--- config.mk ---
export PLATFORM = sky130hd
export DESIGN_NAME = seg_scan_driver
export DESIGN_NICKNAME = d
export VERILOG_FILES = /design/src/rtl/seg_scan_driver.sv
export SDC_FILE = /design/constraint.sdc
export NUM_CORES = 1
export LEC_CHECK = 0
export CAP_MARGIN = 40
export CELL_PAD_IN_SITES_DETAIL_PLACEMENT = 2
export CELL_PAD_IN_SITES_GLOBAL_PLACEMENT = 2
export CORE_MARGIN = 2
export CORE_UTILIZATION = 33
export DETAILED_ROUTE_END_ITERATION = 10
export GPL_TIMING_DRIVEN = 0
export HOLD_SLACK_MARGIN = 0.06
export MAX_ROUTING_LAYER = met4
export PLACE_DENSITY_LB_ADDON = 0.1
export RECOVER_POWER = 25
export SKIP_LAST_GASP = 1
export SLEW_MARGIN = 30
export SYNTH_ARGS = -nofsm -noshare
export SYNTH_HDL_FRONTEND = slang
export SYNTH_SLANG_ARGS = --single-unit
--- constraint.sdc ---
create_clock -name clk -period 7.7 [get_ports clk]
set_input_delay 2.31 -clock clk [delete_from_list [all_inputs] [get_ports clk]]
set_output_delay 2.31 -clock clk [all_outputs]
set_load 0.005 [all_outputs]
--- src/rtl/seg_scan_driver.sv ---
// Eight-digit multiplexed seven-segment scanner. Display inputs are captured once
// per frame so a mid-frame update never tears the visible number.
module seg_scan_driver #(
   parameter int SCAN_DIV = 1000,
   parameter int DEAD     = 2
) (
   input  logic        clk,
   input  logic        rst,
   input  logic        en,
   input  logic [31:0] data,
   input  logic [7:0]  dp_mask,
   input  logic [7:0]  blank_mask,
   input  logic        lz_en,
   output logic [7:0]  segO,
   output logic [7:0]  sig,
   output logic        frame_tick
);
   localparam int CW = (SCAN_DIV > 1) ? $clog2(SCAN_DIV) : 1;

   logic [CW-1:0] cnt;
   logic [2:0]    digit;
   logic          loadPend;
   logic [31:0]   snapData;
   logic [7:0]    snapDp;
   logic [7:0]    snapBlank;
   logic          snapLz;
   logic          slotEnd;
   logic          loadNow;
   logic [7:0]    supp;
   logic [3:0]    nib;
   logic [7:0]    curSeg;

   function automatic logic [6:0] hexSeg(input logic [3:0] n);
      case (n)
         4'h0: hexSeg = 7'h3F;
         4'h1: hexSeg = 7'h06;
         4'h2: hexSeg = 7'h5B;
         4'h3: hexSeg = 7'h4F;
         4'h4: hexSeg = 7'h66;
         4'h5: hexSeg = 7'h6D;
         4'h6: hexSeg = 7'h7D;
         4'h7: hexSeg = 7'h07;
         4'h8: hexSeg = 7'h7F;
         4'h9: hexSeg = 7'h6F;
         4'hA: hexSeg = 7'h77;
         4'hB: hexSeg = 7'h7C;
         4'hC: hexSeg = 7'h39;
         4'hD: hexSeg = 7'h5E;
         4'hE: hexSeg = 7'h79;
         default: hexSeg = 7'h71;
      endcase
   endfunction

   assign slotEnd = (cnt == CW'(SCAN_DIV - 1));
   assign loadNow = en && (loadPend || (slotEnd && (digit == 3'd7)));

   // A digit is suppressed when it and every digit to its left are zero; digit 0 never is.
   always_comb begin
      logic zeroAbove;
      zeroAbove = 1'b1;
      supp      = '0;
      for (int k = 7; k >= 1; k--) begin
         zeroAbove = zeroAbove && (snapData[4*k +: 4] == 4'h0);
         supp[k]   = snapLz && zeroAbove;
      end
   end

   always_comb begin
      nib = snapData[{digit, 2'b00} +: 4];
      if (snapBlank[digit])
         curSeg = 8'h00;
      else if (supp[digit])
         curSeg = {snapDp[digit], 7'h00};
      else
         curSeg = {snapDp[digit], hexSeg(nib)};
   end

   always_ff @(posedge clk) begin
      if (rst) begin
         cnt        <= '0;
         digit      <= '0;
         loadPend   <= 1'b1;
         snapData   <= '0;
         snapDp     <= '0;
         snapBlank  <= '0;
         snapLz     <= 1'b0;
         frame_tick <= 1'b0;
         sig        <= 8'hFF;
         segO       <= 8'h00;
      end else if (!en) begin
         cnt        <= '0;
         digit      <= '0;
         loadPend   <= 1'b1;
         frame_tick <= 1'b0;
         sig        <= 8'hFF;
         segO       <= 8'h00;
      end else begin
         cnt        <= slotEnd ? '0 : cnt + 1'b1;
         if (slotEnd)
            digit <= digit + 3'd1;
         frame_tick <= loadNow;
         if (loadNow) begin
            snapData  <= data;
            snapDp    <= dp_mask;
            snapBlank <= blank_mask;
            snapLz    <= lz_en;
            loadPend  <= 1'b0;
         end
         // Blanking at the start of each slot lets the previous digit's driver turn off.
         if (cnt < CW'(DEAD)) begin
            sig  <= 8'hFF;
            segO <= 8'h00;
         end else begin
            sig  <= ~(8'b1 << digit);
            segO <= curSeg;
         end
      end
   end
endmodule

# Word-level counts from Yosys, hierarchy flattened
# Memories as Yosys holds them, arrays and structs flattened. A register that Yosys moved wholly into a read port is not among the register bits.
# Index checks and enable logic that the tools add are counted.
[classes]
addsub = 2
magnitude_cmp = 2
n_eq_ne = 2
n_shift = 2
n_mux = 6
bitwise_logic = 2
n_reduce_logical = 29
[ops]
columns = ["cell", "count"]
rows = [
  ["indexed part select 32 x 6 -> 4 bit", 1],
  ["logical NOT 4 bit", 7],
  ["logical AND 1 bit", 15],
  ["adder 10 x 1 -> 10 bit (second input constant)", 1],
  ["== test 10 bit (second input constant)", 1],
  ["< comparator 10 x 2 -> 1 bit (second input constant)", 1],
  ["binary-select mux 1 bit (select 3 bit)", 3],
  ["NOT 8 bit", 1],
  ["<< shifter 1 x 3 -> 8 bit (first input constant)", 1],
  ["OR reduction 3 bit", 2],
  ["OR reduction 5 bit", 1],
  ["< comparator 3 x 4 -> 1 bit (second input constant)", 1],
  ["OR reduction 4 bit", 1],
  ["adder 3 x 1 -> 3 bit (second input constant)", 1],
  ["== test 3 bit (second input constant)", 1],
  ["two-way mux 1 bit", 3],
  ["AND reduction 2 bit", 1],
  ["OR reduction 2 bit", 1],
  ["logical OR 1 bit", 1],
  ["NOT 1 bit", 1],
]
[word_totals]
ff_bits = 73
mem_bits_ro = 112
input_bits = 52
out_inout_bits = 17
word_cells = 56
memories = 1
[mem_list]
columns = ["name", "depth", "width", "rd", "rd_clocked_by_memory_dff", "write_ports", "line", "rtl"]
rows = [
  ["(no name shown)", 16, 7, 1, 1, 0, "34", "case (n)"],
]

# Longest topological paths before layout
# Gate-level depths: netlist of run 1.
[logic_depth]
depth_word = 11
depth_mapped = 11
mapped_depth_nobuf = 9

# Worst setup path after synthesis of run 1
# No wires, ideal clock.
[synth_path]
kind = "input to register"
startpoint = "input port rst"
endpoint = "register segO[4]"
setup_time_ps = 95
arrival_ps = 3507
t_required_ps = 7605
path_slack_ps = 4098
cell_stages = 6
n_path_buf = 1
cell_sequence = "nand2b_1 clkbuf_1 a31oi_4 nand2_1 a311o_1 a221oi_1"
[synth_via]
elab_chain_len = 1
[synth_rtl]
columns = ["element", "line", "rtl"]
rows = [
  ["from (decl)", "8", "input logic rst,"],
  ["OR reduction 5 bit (no source line)", "n/a", ""],
  ["to (signal assigned)", "115", "segO <= curSeg;"],
  ["to (decl)", "14", "output logic [7:0] segO,"],
]
# No other way between the ends.
# A chain may end at the register's enable or synchronous reset.

# Final worst setup path of run 1
# Same ends and word-level chain as after synthesis.

==> results.tsv, run 1 <==
stage	metric	value	unit
synthesis	Top FF cell, synth	dfxtp_1	
die	die area	0.0114	mm²
placement	placed cell areas	0.00435	mm²
sta	RSZ-0062 raised after global routing	no	
global_route	initial antenna violation count	0	
cells_and_area	design area	0.00453	mm²
critical_path	Worst Path Max Fanout	9	
die	Ports	69	
global_route	largest net degree at the start of global routing	14	
clock_network	Clock Path Buffers	2	
synthesis	Distinct cells, synth	40	
sta	Setup-failing EPs final	0	
die	Initial Utilization	33.9	%
critical_path	Setup crit end kind	register	
global_route	vias in the first global route	3209	
pwr	Peak VDD IR	88.1	µV
global_route	first-pass GRT wire length	16.1	mm
critical_path	crit path DAT	4800	ps
die	die height	107	µm
placement	I/O Buffers	68	
sta	Worst Max-Slew Pin Slew	661	ps
clock_network	post-CTS setup buffers	0	
synthesis	asr flop ratio synth	0	%
synthesis	Synth Cell Area	0.00350	mm²
clock_network	TritonCTS clock tree	done	
placement	placed wire-length estimate	7.42	mm
clock_network	Clock Latency Late Sink	360	ps
synthesis	Yosys reg bits	80	
global_route	Total GRT Usage	18.7	%
detailed_routing	Post-DRT Antenna Nets	0	
synthesis	Post-synth EDFFs	0	
detailed_routing	drt drc	0	
synthesis	largest area contributor in the netlist	dfxtp_1	
clock_network	Num CTS Buffers	9	
detailed_routing	WL met1	4.40	mm
sta	final hold violation count	0	
cells_and_area	most common cell after layout, fill and taps aside	nand2_1	
die	core area	0.0103	mm²
min_path	Hold Crit Class	reg -> reg	
clock_network	clock root buffer	clkbuf_8	
synthesis	Synth area leaders	dfxtp_1 (46%), nand2_1 (13%), a21oi_1 (8.4%)	
sta	count of pins over their slew limit	0	
critical_path	crit start category	primary input	
sta	max_slew headroom	55.7	%
cells_and_area	Final #Nets	545	
synthesis	Seq/Total Area, Yosys	45.8	%
synthesis	Mapped Cells	400	
sta	post-route setup TNS	0	ps
synthesis	Yosys warnings	0	
synthesis	synthesized area per cell	8.74	µm²
sta	Worst Clk Skew	6.79	ps
clock_network	Clock transition at path regs	80	ps
clock_network	H-tree levels	3	
pwr	leakage power	1.69	nW
detailed_routing	vias post-DR	3021	
detailed_routing	metal3 WL	256	µm
synthesis	post-synth top area share	45.8	%
clock_network	CTS sink count	80	
die	width of the die	107	µm
detailed_routing	top layer in use	met4	
detailed_routing	routed vias/inst	4.87	
placement	GPL Wtd Cong	0.781	
die	# rows	37	
cells_and_area	Fillers	1158	
clock_network	# hold bufs at CTS	0	
detailed_routing	Routed wire per std cell	15.4	µm
cells_and_area	number of antenna diodes	0	
sta	final worst path period share	58.9	%
detailed_routing	Iteration-0 DRC Markers	66	
critical_path	CP required	7970	ps
cells_and_area	layout cells sized above 1	8.47	%
run_status	status	finished, final reports clean	
cells_and_area	area growth from synthesis to layout	29.5	%
cells_and_area	fin util	43.8	%
detailed_routing	DR pass1 iterations	4	
global_route	Overflow after GRT	0	
sta	fin crit period	4540	ps
pwr	Cell Pwr Density	187	mW/mm²
run	MaxCap Viol Count	0	
clock_network	PostCTS Resize Cnt	0	
synthesis	syn_nets	466	
cells_and_area	most frequent cells in the layout	nand2_1 (120), dfxtp_1 (80), clkdlybuf4s50_1 (60), a21oi_1 (59), nor2_1 (21)	
sta	Fmax achieved	220	MHz
detailed_routing	met2 wire length	4.72	mm
detailed_routing	Post-Route WL	9.57	mm
critical_path	Setup CP Type	in -> reg	
==> metal layers <==
layer  vias to the layer above  GRT usage, %
met2                        49          30.8
met3                        15          2.80
li1                       1508             -
met4                         0          8.44
met5                         -             -
met1                      1449          22.9
==> path summary, 6_finish.rpt <==
kind	slack, ps	start	depth (start not counted)	end
worst min-delay path	460	snapBlank[6]$_SDFFE_PP0P_	2	snapBlank[6]$_SDFFE_PP0P_
worst max-delay path	3160	rst	7	segO[4]$_SDFF_PP0_
worst max register to register	4590	digit[1]$_SDFFE_PP0P_	11	segO[3]$_SDFF_PP0_
worst min register to register	460	snapBlank[6]$_SDFFE_PP0P_	2	snapBlank[6]$_SDFFE_PP0P_
==> through the flow <==
stage / hold WS, ps / std cells / setup WS, ps / total power [mW]
detailed placement: 451 / 604 / 3160 / 0.548
global placement: 433 / 604 / 3190 / 0.543
CTS: 466 / 620 / 3540 / 0.862
finish: 465 / 620 / 3160 / 0.848
floorplan: 418 / 400 / 4100 / 0.499
global route: 484 / 620 / 2990 / 0.892
==> kinds of logic (layout without fill, tap and decap cells) <==
kind of cell,count (synthesis),after routing,share of synthesized area (%)
adders and majority gates,14,14,5.01
muxes,17,17,9.88
and+or+nand+nor,175,175,21.2
DFF,80,80,45.8
xor gates and xnor gates,8,8,2.00
AOI/OAI and AO/OA,74,74,11.9
buffers and inverters,32,116,4.22
==> cell usage after synthesis, drive strengths merged (2+ instances only) <==
master / instances
and2: 4
o21ai: 4
buf: 12
clkbuf: 12
mux2i: 5
nand2b: 3
mux4: 12
xor2: 4
a21oi: 59
ha: 14
or3: 2
nor2b: 3
inv: 8
o22ai: 2
nor3: 2
nor2: 21
nand2: 120
xnor2: 4
nor4: 8
nand3: 6
nand4: 2
dfxtp: 80
==> cell type report <==
| class | count | area, µm² | area share (%) |
|---|---|---|---|
| plain buffers | 24 | 116 | 2.57 |
| clock buffers | 10 | 138 | 3.04 |
| clock inverters | 6 | 58.8 | 1.30 |
| inverters | 8 | 30.0 | 0.663 |
| multi-input cells | 288 | 1730 | 38.3 |
| flip-flops and latches | 80 | 1600 | 35.4 |
| well taps | 136 | 170 | 3.76 |
| repair buffers | 68 | 681 | 15.0 |
==> power by group <==
group / switching (mW) / total, mW / internal, mW
Sequential: 0.0105 / 0.440 / 0.429
Combinational: 0.0459 / 0.0957 / 0.0499
Clock: 0.156 / 0.313 / 0.157
==> state kept, by name, indices dropped and copies added (netlist names) <==
register    cells
snapDp          8
snapData       32
segO            8
sig             8
digit           3
loadPend        1
snapLz          1
frame_tick      1
cnt            10
snapBlank       8
==> worst max-delay path, stage by stage <==
cell	delay, ps
dlygate4sd3_1	640
nand2b_1	180
clkbuf_1	200
a31oi_1	550
nand2_1	190
a311o_1	490
a221oi_1	230
Power figures use the tool's default switching activity.
==> run 2: changes to the inputs <==
--- a/config.mk
+++ b/config.mk
@@ -9,7 +9,7 @@
 export CELL_PAD_IN_SITES_DETAIL_PLACEMENT = 2
 export CELL_PAD_IN_SITES_GLOBAL_PLACEMENT = 2
 export CORE_MARGIN = 2
-export CORE_UTILIZATION = 33
+export CORE_UTILIZATION = 31
 export DETAILED_ROUTE_END_ITERATION = 10
 export GPL_TIMING_DRIVEN = 0
 export HOLD_SLACK_MARGIN = 0.06
==> constraint.sdc (replaced) <==
create_clock -name clk -period 4.7 [get_ports clk]
set_input_delay 1.41 -clock clk [delete_from_list [all_inputs] [get_ports clk]]
set_output_delay 1.41 -clock clk [all_outputs]
set_load 0.005 [all_outputs]
==> run 2 against run 1 <==
Combinational power grew 66%; global-route usage shrank 0.25 points; sequential power grew 64%; non-clock buffer count is the same; largest cell class unchanged; critical endpoint unchanged; cell count grew 0.65%; routed wire length grew 3.8%.
==> results.tsv, run 2 (synthesis gave the netlist of run 1 again) <==
stage	metric	value	unit	change
clock_network	PostCTS Resize Cnt	0		unchanged
global_route	met3 GRT Util	2.70	%	-0.092 points
die	die area	0.0121	mm²	+6.2%
cells_and_area	most common cell after layout, fill and taps aside	nand2_1		
sta	final hold violation count	0		unchanged
critical_path	crit start category	primary input		
clock_network	post-CTS setup buffers	0		unchanged
detailed_routing	vias post-DR	3034		+0.43%
sta	post-route setup TNS	0	ps	unchanged
die	Ports	69		unchanged
global_route	first-pass GRT wire length	16.6	mm	+2.9%
detailed_routing	Post-Route WL	9.93	mm	+3.8%
die	width of the die	110	µm	+3.1%
clock_network	TritonCTS clock tree	done		
cells_and_area	register name with the most flops	snapData		
clock_network	Clock Path Buffers	2		unchanged
placement	placed cell count	608		+0.66%
sta	fin crit period	3390	ps	
placement	placed wire-length estimate	7.64	mm	+3.0%
cells_and_area	number of antenna diodes	0		unchanged
cells_and_area	post-route insts no fill	624		+0.65%
critical_path	CP required	4940	ps	-3030 ps
die	# rows	38		+2.7%
critical_path	crit path DAT	3630	ps	-1170 ps
sta	Setup-failing EPs final	0		unchanged
sta	Fmax achieved	295	MHz	
detailed_routing	Iteration-0 DRC Markers	96		+45%
placement	GPL Wtd Cong	0.792		+1.4%
pwr	leakage power	1.74	nW	+2.6%
cells_and_area	most frequent cells in the layout	nand2_1 (120), dfxtp_1 (80), a21oi_1 (59), clkdlybuf4s50_1 (50), nor2_1 (21)		
detailed_routing	DR pass1 iterations	4		unchanged
global_route	Overflow after GRT	0		unchanged
critical_path	Worst Path Max Fanout	9		unchanged
die	Initial Utilization	32.0	%	-1.9 points
min_path	Hold Crit Class	reg -> reg		
detailed_routing	routed vias/inst	4.86		-0.21%
sta	count of pins over their slew limit	0		unchanged
global_route	largest net degree at the start of global routing	17		+3
detailed_routing	drt drc	0		unchanged
detailed_routing	Routed wire per std cell	15.9	µm	+3.1%
critical_path	Setup CP Type	in -> reg		
pwr	Peak VDD IR	137	µV	+56%
cells_and_area	Multi-input gate area	0.00175	mm²	+0.87%
global_route	met1 GRT Util	21.6	%	-1.3 points
global_route	vias in the first global route	3332		+3.8%
sta	Worst Clk Skew	9.09	ps	+2.30 ps
global_route	busiest layer in global routing	met2		
cells_and_area	layout cells sized above 1	8.88	%	+0.41 points
clock_network	H-tree levels	3		unchanged
clock_network	CTS sink count	80		unchanged
global_route	initial antenna violation count	0		unchanged
sta	worst hold slack	453	ps	-11.9 ps
sta	final worst path period share	72.1	%	
clock_network	clock root buffer	clkbuf_16		
cells_and_area	Fillers	1218		+5.2%
cells_and_area	Sequential Area	0.00160	mm²	unchanged
global_route	GRT met2 Usage	32.3	%	+1.6 points
sta	max_slew headroom	61.3	%	+5.6 points
run	MaxCap Viol Count	0		unchanged
run_status	status	finished, final reports clean		
sta	Worst Max-Slew Pin Slew	580	ps	-81.0 ps
critical_path	Setup crit end kind	register		
clock_network	# hold bufs at CTS	0		unchanged
detailed_routing	Post-DRT Antenna Nets	0		unchanged
placement	I/O Buffers	68		unchanged
clock_network	Clock Latency Late Sink	340	ps	-20 ps
clock_network	Clock transition at path regs	70	ps	about the same
pwr	Cell Pwr Density	346	mW/mm²	+85%
cells_and_area	fin util	42.6	%	-1.2 points
die	core area	0.0109	mm²	+5.9%
die	die height	110	µm	+3.1%
pwr	Tot Pwr	1.61	mW	+90%
sta	RSZ-0062 raised after global routing	no		
cells_and_area	area growth from synthesis to layout	33.4	%	
cells_and_area	max FFs per register	32		unchanged
global_route	Total GRT Usage	18.5	%	-0.25 points
cells_and_area	Largest regs	snapData: 32 flops, cnt: 10 flops		
cells_and_area	Final #Nets	545		unchanged
clock_network	Num CTS Buffers	9		unchanged
==> run 2: cell count changes in the layout (fill, tap and decap cells not counted) <==
cell	change
clkdlybuf4s50_1	-10
clkbuf_16	+9
a31oi_1	-1
clkbuf_8	-10
buf_2	+1
a31oi_4	+1
inv_6	+4
dlygate4sd3_1	+10
clkbuf_1	-1
clkinv_2	-4
inv_8	+1
==> run 2: path summary, 6_finish.rpt <==
path                                             from  slack (ps)  depth (start not counted)                  to
worst min register to register      cnt[0]$_SDFF_PP0_         450                          1   cnt[0]$_SDFF_PP0_
worst max-delay path                              rst        1310                          7  segO[4]$_SDFF_PP0_
worst min-delay path                cnt[0]$_SDFF_PP0_         450                          1   cnt[0]$_SDFF_PP0_
worst max register to register  digit[1]$_SDFFE_PP0P_        1590                         11  segO[3]$_SDFF_PP0_
==> run 2: through the flow <==
step	setup slack [ps]	instance area, µm²
2_1_floorplan	2000	3500
3_3_place_gp	1060	4350
3_5_place_dp	1040	4350
4_1_cts	1370	4660
5_1_grt	1130	4660
6_report	1310	4660
==> run 2: layout make-up <==
| type | instances | share of cell area, % |
|---|---|---|
| sequential | 80 | 34.4 |
| multi-input combinational | 288 | 37.5 |
| tap | 140 | 3.76 |
| clock buffer | 9 | 4.83 |
| clock inverter | 7 | 1.83 |
| inverter | 8 | 0.644 |
| timing repair buffer | 68 | 14.6 |
| buffer | 24 | 2.52 |
==> run 2: layer usage <==
| layer | part of all wire, % | vias to the layer above |
|---|---|---|
| met4 | 1.7 | 0 |
| met3 | 2.7 | 11 |
| met2 | 52 | 51 |
| met5 | 0 | - |
| met1 | 44 | 1463 |
| li1 | - | 1509 |
==> run 2: power by group <==
group | switching [mW] | total [mW] | internal [mW] | leakage, nW
sequential | 0.0175 | 0.721 | 0.704 | 0.653
combinational | 0.0769 | 0.159 | 0.0820 | 0.930
clock | 0.309 | 0.733 | 0.424 | 0.153
==> run 2: critical path, stage by stage <==
cell	delay (ps)
dlygate4sd3_1	650
nand2b_1	180
clkbuf_1	220
a31oi_4	310
nand2_1	130
a311o_1	470
a221oi_1	260
==> run 3: changes to the inputs <==
--- a/config.mk
+++ b/config.mk
@@ -9,7 +9,7 @@
 export CELL_PAD_IN_SITES_DETAIL_PLACEMENT = 2
 export CELL_PAD_IN_SITES_GLOBAL_PLACEMENT = 2
 export CORE_MARGIN = 2
-export CORE_UTILIZATION = 31
+export CORE_UTILIZATION = 28
 export DETAILED_ROUTE_END_ITERATION = 10
 export GPL_TIMING_DRIVEN = 0
 export HOLD_SLACK_MARGIN = 0.06
==> constraint.sdc (replaced) <==
create_clock -name clk -period 2.8 [get_ports clk]
set_input_delay 0.84 -clock clk [delete_from_list [all_inputs] [get_ports clk]]
set_output_delay 0.84 -clock clk [all_outputs]
set_load 0.005 [all_outputs]
==> run 3 against run 2 <==
Routed wire length is 0.59% lower; count of clock-buffer cells in the layout rose by 5; global-route usage decreased by 1.9 points; via count is 0.53% higher; final area increased by 1.4%; clock skew down 3.1 ps; critical endpoint is now segO[0]$_SDFF_PP0_; highest routed layer unchanged.
==> results.tsv, run 3 (synthesis gave the netlist of run 1 again) <==
stage	metric	value	unit	change
critical_path	R2R cell count	9		-2
sta	Setup-failing EPs final	0		unchanged
die	die area	0.0134	mm²	+10%
critical_path	slowest stage delay, CP	390	ps	-260 ps
die	Initial Utilization	28.9	%	-3.1 points
critical_path	worst flop-to-flop path startpoint	digit[1]$_SDFFE_PP0P_		
sta	Fmax achieved	378	MHz	
critical_path	Worst Path Max Fanout	10		+1
sta	final worst path period share	94.6	%	
sta	final worst slack	153	ps	-1160 ps
placement	placed cell areas	0.00439	mm²	+0.81%
die	core area	0.0121	mm²	+11%
detailed_routing	Routed wire per std cell	15.2	µm	-4.7%
critical_path	crit start category	register		
sta	final hold violation count	0		unchanged
die	Ports	69		unchanged
min_path	Hold Crit Class	reg -> reg		
sta	fin crit period	2650	ps	
clock_network	Clock Latency Late Sink	340	ps	about the same
critical_path	Setup CP Type	reg -> reg		
clock_network	Clock Path Buffers	2		unchanged
die	# rows	40		+5.3%
run_status	status	finished, final reports clean		
cells_and_area	layout cells sized above 1	9.11	%	+0.23 points
detailed_routing	Iteration-0 DRC Markers	72		-25%
sta	max_slew headroom	66.2	%	+4.9 points
critical_path	CP endpoint	segO[0]$_SDFF_PP0_		
detailed_routing	vias post-DR	3050		+0.53%
clock_network	H-tree levels	3		unchanged
critical_path	crit path DAT	2910	ps	-720 ps
critical_path	Setup crit end kind	register		
cells_and_area	Largest regs	snapData: 32 flops, cnt: 10 flops		
critical_path	reg2reg setup slack	150	ps	-1440 ps
critical_path	critical path launch point	digit[1]$_SDFFE_PP0P_		
pwr	Peak VDD IR	219	µV	+60%
global_route	first-pass GRT wire length	16.5	mm	-0.71%
sta	Worst Clk Skew	6.03	ps	-3.05 ps
global_route	Overflow after GRT	0		unchanged
clock_network	clock root buffer	clkbuf_16		
sta	RSZ-0062 raised after global routing	yes		
global_route	largest net degree at the start of global routing	17		unchanged
clock_network	# hold bufs at CTS	0		unchanged
clock_network	Num CTS Buffers	9		unchanged
cells_and_area	most frequent cells in the layout	nand2_1 (120), dfxtp_1 (80), clkdlybuf4s50_1 (67), a21oi_1 (59), nor2_1 (21)		
cells_and_area	Final #Nets	544		-0.18%
critical_path	Worst path slowest cell	or3_1		
global_route	initial antenna violation count	0		unchanged
cells_and_area	design area	0.00473	mm²	+1.4%
detailed_routing	Post-DRT Antenna Nets	0		unchanged
detailed_routing	routed vias/inst	4.69		-3.6%
placement	placed wire-length estimate	7.54	mm	-1.4%
run	MaxCap Viol Count	0		unchanged
sta	Worst Max-Slew Pin Slew	506	ps	-73.9 ps
placement	Setup WS pre-CTS	-407	ps	-1450 ps
sta	count of pins over their slew limit	0		unchanged
global_route	vias in the first global route	3297		-1.1%
placement	I/O Buffers	68		unchanged
cells_and_area	register name with the most flops	snapData		
critical_path	CP required	3060	ps	-1880 ps
cells_and_area	number of antenna diodes	0		unchanged
clock_network	TritonCTS clock tree	done		
cells_and_area	most common cell after layout, fill and taps aside	nand2_1		
die	width of the die	116	µm	+5.0%
die	die height	116	µm	+5.0%
detailed_routing	drt drc	0		unchanged
clock_network	CTS sink count	80		unchanged
detailed_routing	Post-Route WL	9.87	mm	-0.59%
placement	GPL Wtd Cong	0.771		-2.6%
sta	worst hold slack	446	ps	-6.61 ps
critical_path	reg-to-reg endpoint	segO[0]$_SDFF_PP0_		
pwr	Cell Pwr Density	592	mW/mm²	+71%
pwr	leakage power	1.74	nW	+0.47%
global_route	Total GRT Usage	16.5	%	-1.9 points
clock_network	Clock transition at path regs	60	ps	about the same
cells_and_area	max FFs per register	32		unchanged
critical_path	CP Cell Sequence	buf_2, buf_4, mux4_2, nand2_1, and2_1, inv_1, ha_1, or3_1, a21oi_1		
cells_and_area	area growth from synthesis to layout	35.2	%	
detailed_routing	DR pass1 iterations	4		unchanged
-- run 3: cell count changes in the layout (fill, tap and decap cells not counted) --
cell             delta
a311o_2             +1
inv_6               -4
buf_4               +2
bufinv_16           +1
inv_8               -1
clkdlybuf4s50_1    +17
clkinv_4            -1
clkbuf_8            +3
dlygate4sd3_1      -17
buf_1               -1
a311o_1             -1
-- run 3: worst min path at each step --
stage,endpoint,slack (ps),cells past startpoint,startpoint
finish,cnt[0]$_SDFF_PP0_,450,1,cnt[0]$_SDFF_PP0_
global route,cnt[0]$_SDFF_PP0_,470,1,cnt[0]$_SDFF_PP0_
CTS,cnt[0]$_SDFF_PP0_,450,1,cnt[0]$_SDFF_PP0_
detailed placement,cnt[0]$_SDFF_PP0_,440,1,cnt[0]$_SDFF_PP0_
global placement,cnt[0]$_SDFF_PP0_,430,1,cnt[0]$_SDFF_PP0_
floorplan,cnt[0]$_SDFF_PP0_,420,1,cnt[0]$_SDFF_PP0_
-- run 3: stage by stage --
| stage | std cells | util (%) | power (mW) | TNS [ps] |
|---|---|---|---|---|
| 4_1_cts | 651 | 39.0 | 2.84 | 0 |
| 2_1_floorplan | 400 | - | 1.37 | 0 |
| 3_5_place_dp | 636 | 36.2 | 1.51 | -2070 |
| 5_1_grt | 651 | 39.0 | 2.92 | 0 |
| 6_report | 651 | 39.0 | 2.80 | 0 |
| 3_3_place_gp | 636 | 36.2 | 1.50 | -1810 |
-- run 3: what timing repair did --
action,4_1_cts,5_1_grt
endpoints found under the hold margin,0,0
endpoints found under the setup margin,7,5
setup buffers,0,1
pin swaps,0,0
gates resized for setup,3,2
-- run 3: routing by layer --
metal  part of all wire [%]  vias up  global-route usage [%]
li1                       -     1510                       -
met1                     47     1469                    20.6
met2                     48       57                    26.6
met3                    3.6       14                    3.03
met4                    1.9        0                    6.67
met5                      0        -                       -
-- run 3: power by group --
group	internal (mW)	switching [mW]
Combinational	0.139	0.127
Sequential	1.18	0.0304
Clock	0.855	0.463
-- run 3: critical path, delay by kind of cell, from the launching register on --
kind,cells,cell delay (ps)
compound gates,1,190
fa+ha+maj,1,280
buf+inv,3,640
flops,1,350
mux,1,320
simple gates,3,760
-- run 3: layout make-up --
class / count / area (µm²)
clock inverters: 2 / 60.1
inverters: 8 / 30.0
repair buffers: 69 / 688
plain buffers: 22 / 114
flip-flops and latches: 80 / 1600
multi-input cells: 288 / 1750
clock buffers: 14 / 274
well taps: 168 / 210
fillers: 1412 / 7390
==> edit, RTL diff (config.mk and constraints of run 1) <==
Register the output `sig` once more, with the module's reset; this adds one clock of latency there. The other outputs are not delayed to match.
--- a/src/rtl/seg_scan_driver.sv
+++ b/src/rtl/seg_scan_driver.sv
@@ -16,6 +16,8 @@
    output logic        frame_tick
 );
    localparam int CW = (SCAN_DIV > 1) ? $clog2(SCAN_DIV) : 1;
+
+   logic [7:0] sig_s0;
 
    logic [CW-1:0] cnt;
    logic [2:0]    digit;
@@ -85,14 +87,14 @@
          snapBlank  <= '0;
          snapLz     <= 1'b0;
          frame_tick <= 1'b0;
-         sig        <= 8'hFF;
+         sig_s0     <= 8'hFF;
          segO       <= 8'h00;
       end else if (!en) begin
          cnt        <= '0;
          digit      <= '0;
          loadPend   <= 1'b1;
          frame_tick <= 1'b0;
-         sig        <= 8'hFF;
+         sig_s0     <= 8'hFF;
          segO       <= 8'h00;
       end else begin
          cnt        <= slotEnd ? '0 : cnt + 1'b1;
@@ -108,13 +110,21 @@
          end
          // Blanking at the start of each slot lets the previous digit's driver turn off.
          if (cnt < CW'(DEAD)) begin
-            sig  <= 8'hFF;
+            sig_s0 <= 8'hFF;
             segO <= 8'h00;
          end else begin
-            sig  <= ~(8'b1 << digit);
+            sig_s0 <= ~(8'b1 << digit);
             segO <= curSeg;
          end
       end
    end
+   always_ff @(posedge clk) begin
+      if (rst) begin
+         sig <= '0;
+      end else begin
+         sig <= sig_s0;
+      end
+   end
+
 endmodule
 
Check against the original RTL: not equivalent (Yosys sat finds a counterexample within 4 cycles, from zero or initial values and one cycle with rst high).
==> edit against run 1 <==
Area after synthesis rose by 7.6%. Critical path depth is the same. Fmax increased by 2.1%. Critical path type unchanged. Largest cell class unchanged. Routed wire length increased by 11%. Sequential cell count up 8. Global-route usage down 0.10 points. First-iteration DRC count is 30% higher. Non-clock buffer count stayed put. Setup slack gained 93 ps. Cell area increased by 8.9%. Count of clock-buffer cells in the layout up 1. Via count increased by 5.9%. Total power is 26% higher. Die area grew 7.3%. Highest routed layer unchanged.
==> edit: results (changes against run 1) <==
[placement] Routability Congestion 0.818 [was 0.781]
[power_and_ir_drop] leakage power 1.83 nW [was 1.69 nW]
[clocking] cell at the root of the clock tree sky130_fd_sc_hd__clkbuf_16 [was sky130_fd_sc_hd__clkbuf_8]
[cells_and_area] nets@finish 567 [was 545]
[worst_hold_path] start point of the worst hold path sig_s0[4] [was snapBlank[6]]
[timing] period utilization 0.577 [was 0.589]
[worst_setup_path] Reg2Reg Depth 10 [was 11]
[global_routing] wire length of the first global-routing pass 17800 um [was 16100 um]
[worst_setup_path] Reg2Reg Capture Point segO[0] [was segO[3]]
[clocking] Reg clk slew, reported paths 60 ps [was 80 ps]
[placement] cell area after placement 4620 sq um [was 4350 sq um]
[power_and_ir_drop] peak supply drop 0.126 mV [was 0.0881 mV]
[detailed_routing] vias per inst 4.95 [was 4.87]
[placement] Worst Setup Slack post-DPL 3070 ps [was 3160 ps]
[detailed_routing] Wirelength per Cell 16.5 um [was 15.4 um]
[power_and_ir_drop] Pwr Density 217 nW/um^2 [was 187 nW/um^2]
[power_and_ir_drop] internal power 821 uW [was 636 uW]
[logic_synthesis] top area cells in the synthesized netlist sky130_fd_sc_hd__dfxtp_1 47%, sky130_fd_sc_hd__nand2_1 11%, sky130_fd_sc_hd__a21oi_1 7.7% [was sky130_fd_sc_hd__dfxtp_1 46%, sky130_fd_sc_hd__nand2_1 13%, sky130_fd_sc_hd__a21oi_1 8.4%]
[worst_setup_path] worst-case register-to-register setup slack 4860 ps [was 4590 ps]
[timing] clock tree skew after final layout 8.44 ps [was 6.79 ps]
[placement] dpl cells 630 [was 604]
[cells_and_area] Filler Cell Count 1237 [was 1158]
[global_routing] pin count of the biggest net entering global routing 15 [was 14]
[detailed_routing] number of violations reported at the end of detailed-routing iteration 0 86 [was 66]
[placement] Post-DP HPWL 8050 um [was 7420 um]
[worst_hold_path] cell count of the worst hold path 1 [was 2]
[outcome] run status complete, no violations [unchanged]
-- edit: kinds of logic after synthesis --
group / share of synthesized area
buffers and inverters: 0.0432
adder cells (fa/ha/maj): 0.0466
AND/OR/NAND/NOR: 0.217
XOR/XNOR: 0.0186
multiplexers: 0.0845
flip-flops: 0.468
AO/OA/AOI/OAI: 0.122
-- edit: layer usage --
layer  up-vias  track usage  wire length [um]
met4         0       0.0733               172
met2        49        0.324              5430
met5         -            -                 0
met3        12       0.0268               291
met1      1563        0.218              4760
li1       1575            -                 -
-- edit: worst max-delay path, cell delays in order --
cell and delay [ps]:
sky130_fd_sc_hd__dlygate4sd3_1 590, sky130_fd_sc_hd__nand2b_1 160, sky130_fd_sc_hd__clkbuf_1 230, sky130_fd_sc_hd__a31oi_1 540, sky130_fd_sc_hd__nand3_1 240, sky130_fd_sc_hd__a31o_2 360, sky130_fd_sc_hd__a221oi_1 240
-- edit: area by class of cell --
cell class | count | area [sq um] | share of cell area
inverters | 9 | 33.8 | 0.00685
repair buffers | 68 | 681 | 0.138
clock inverters | 5 | 80.1 | 0.0162
plain buffers | 24 | 123 | 0.0249
well taps | 140 | 175 | 0.0355
multi-input cells | 301 | 1830 | 0.372
clock buffers | 11 | 243 | 0.0492
flip-flops and latches | 88 | 1760 | 0.357
-- edit: power by group through the flow --
stage | logic [mW] | registers, mW | clock network, mW
after CTS | 0.108 | 0.485 | 0.490
after global placement | 0.103 | 0.494 | 0
after detailed placement | 0.107 | 0.496 | 0
after floorplan | 0.0561 | 0.491 | 0
final | 0.105 | 0.485 | 0.478
after global routing | 0.119 | 0.487 | 0.505
-- edit: worst max-delay path by stage --
stage | startpoint | endpoint
floorplan | rst | segO[5]
global placement | rst | segO[5]
detailed placement | rst | segO[6]
CTS | rst | segO[6]
global route | rst | segO[6]
finish | rst | segO[6]
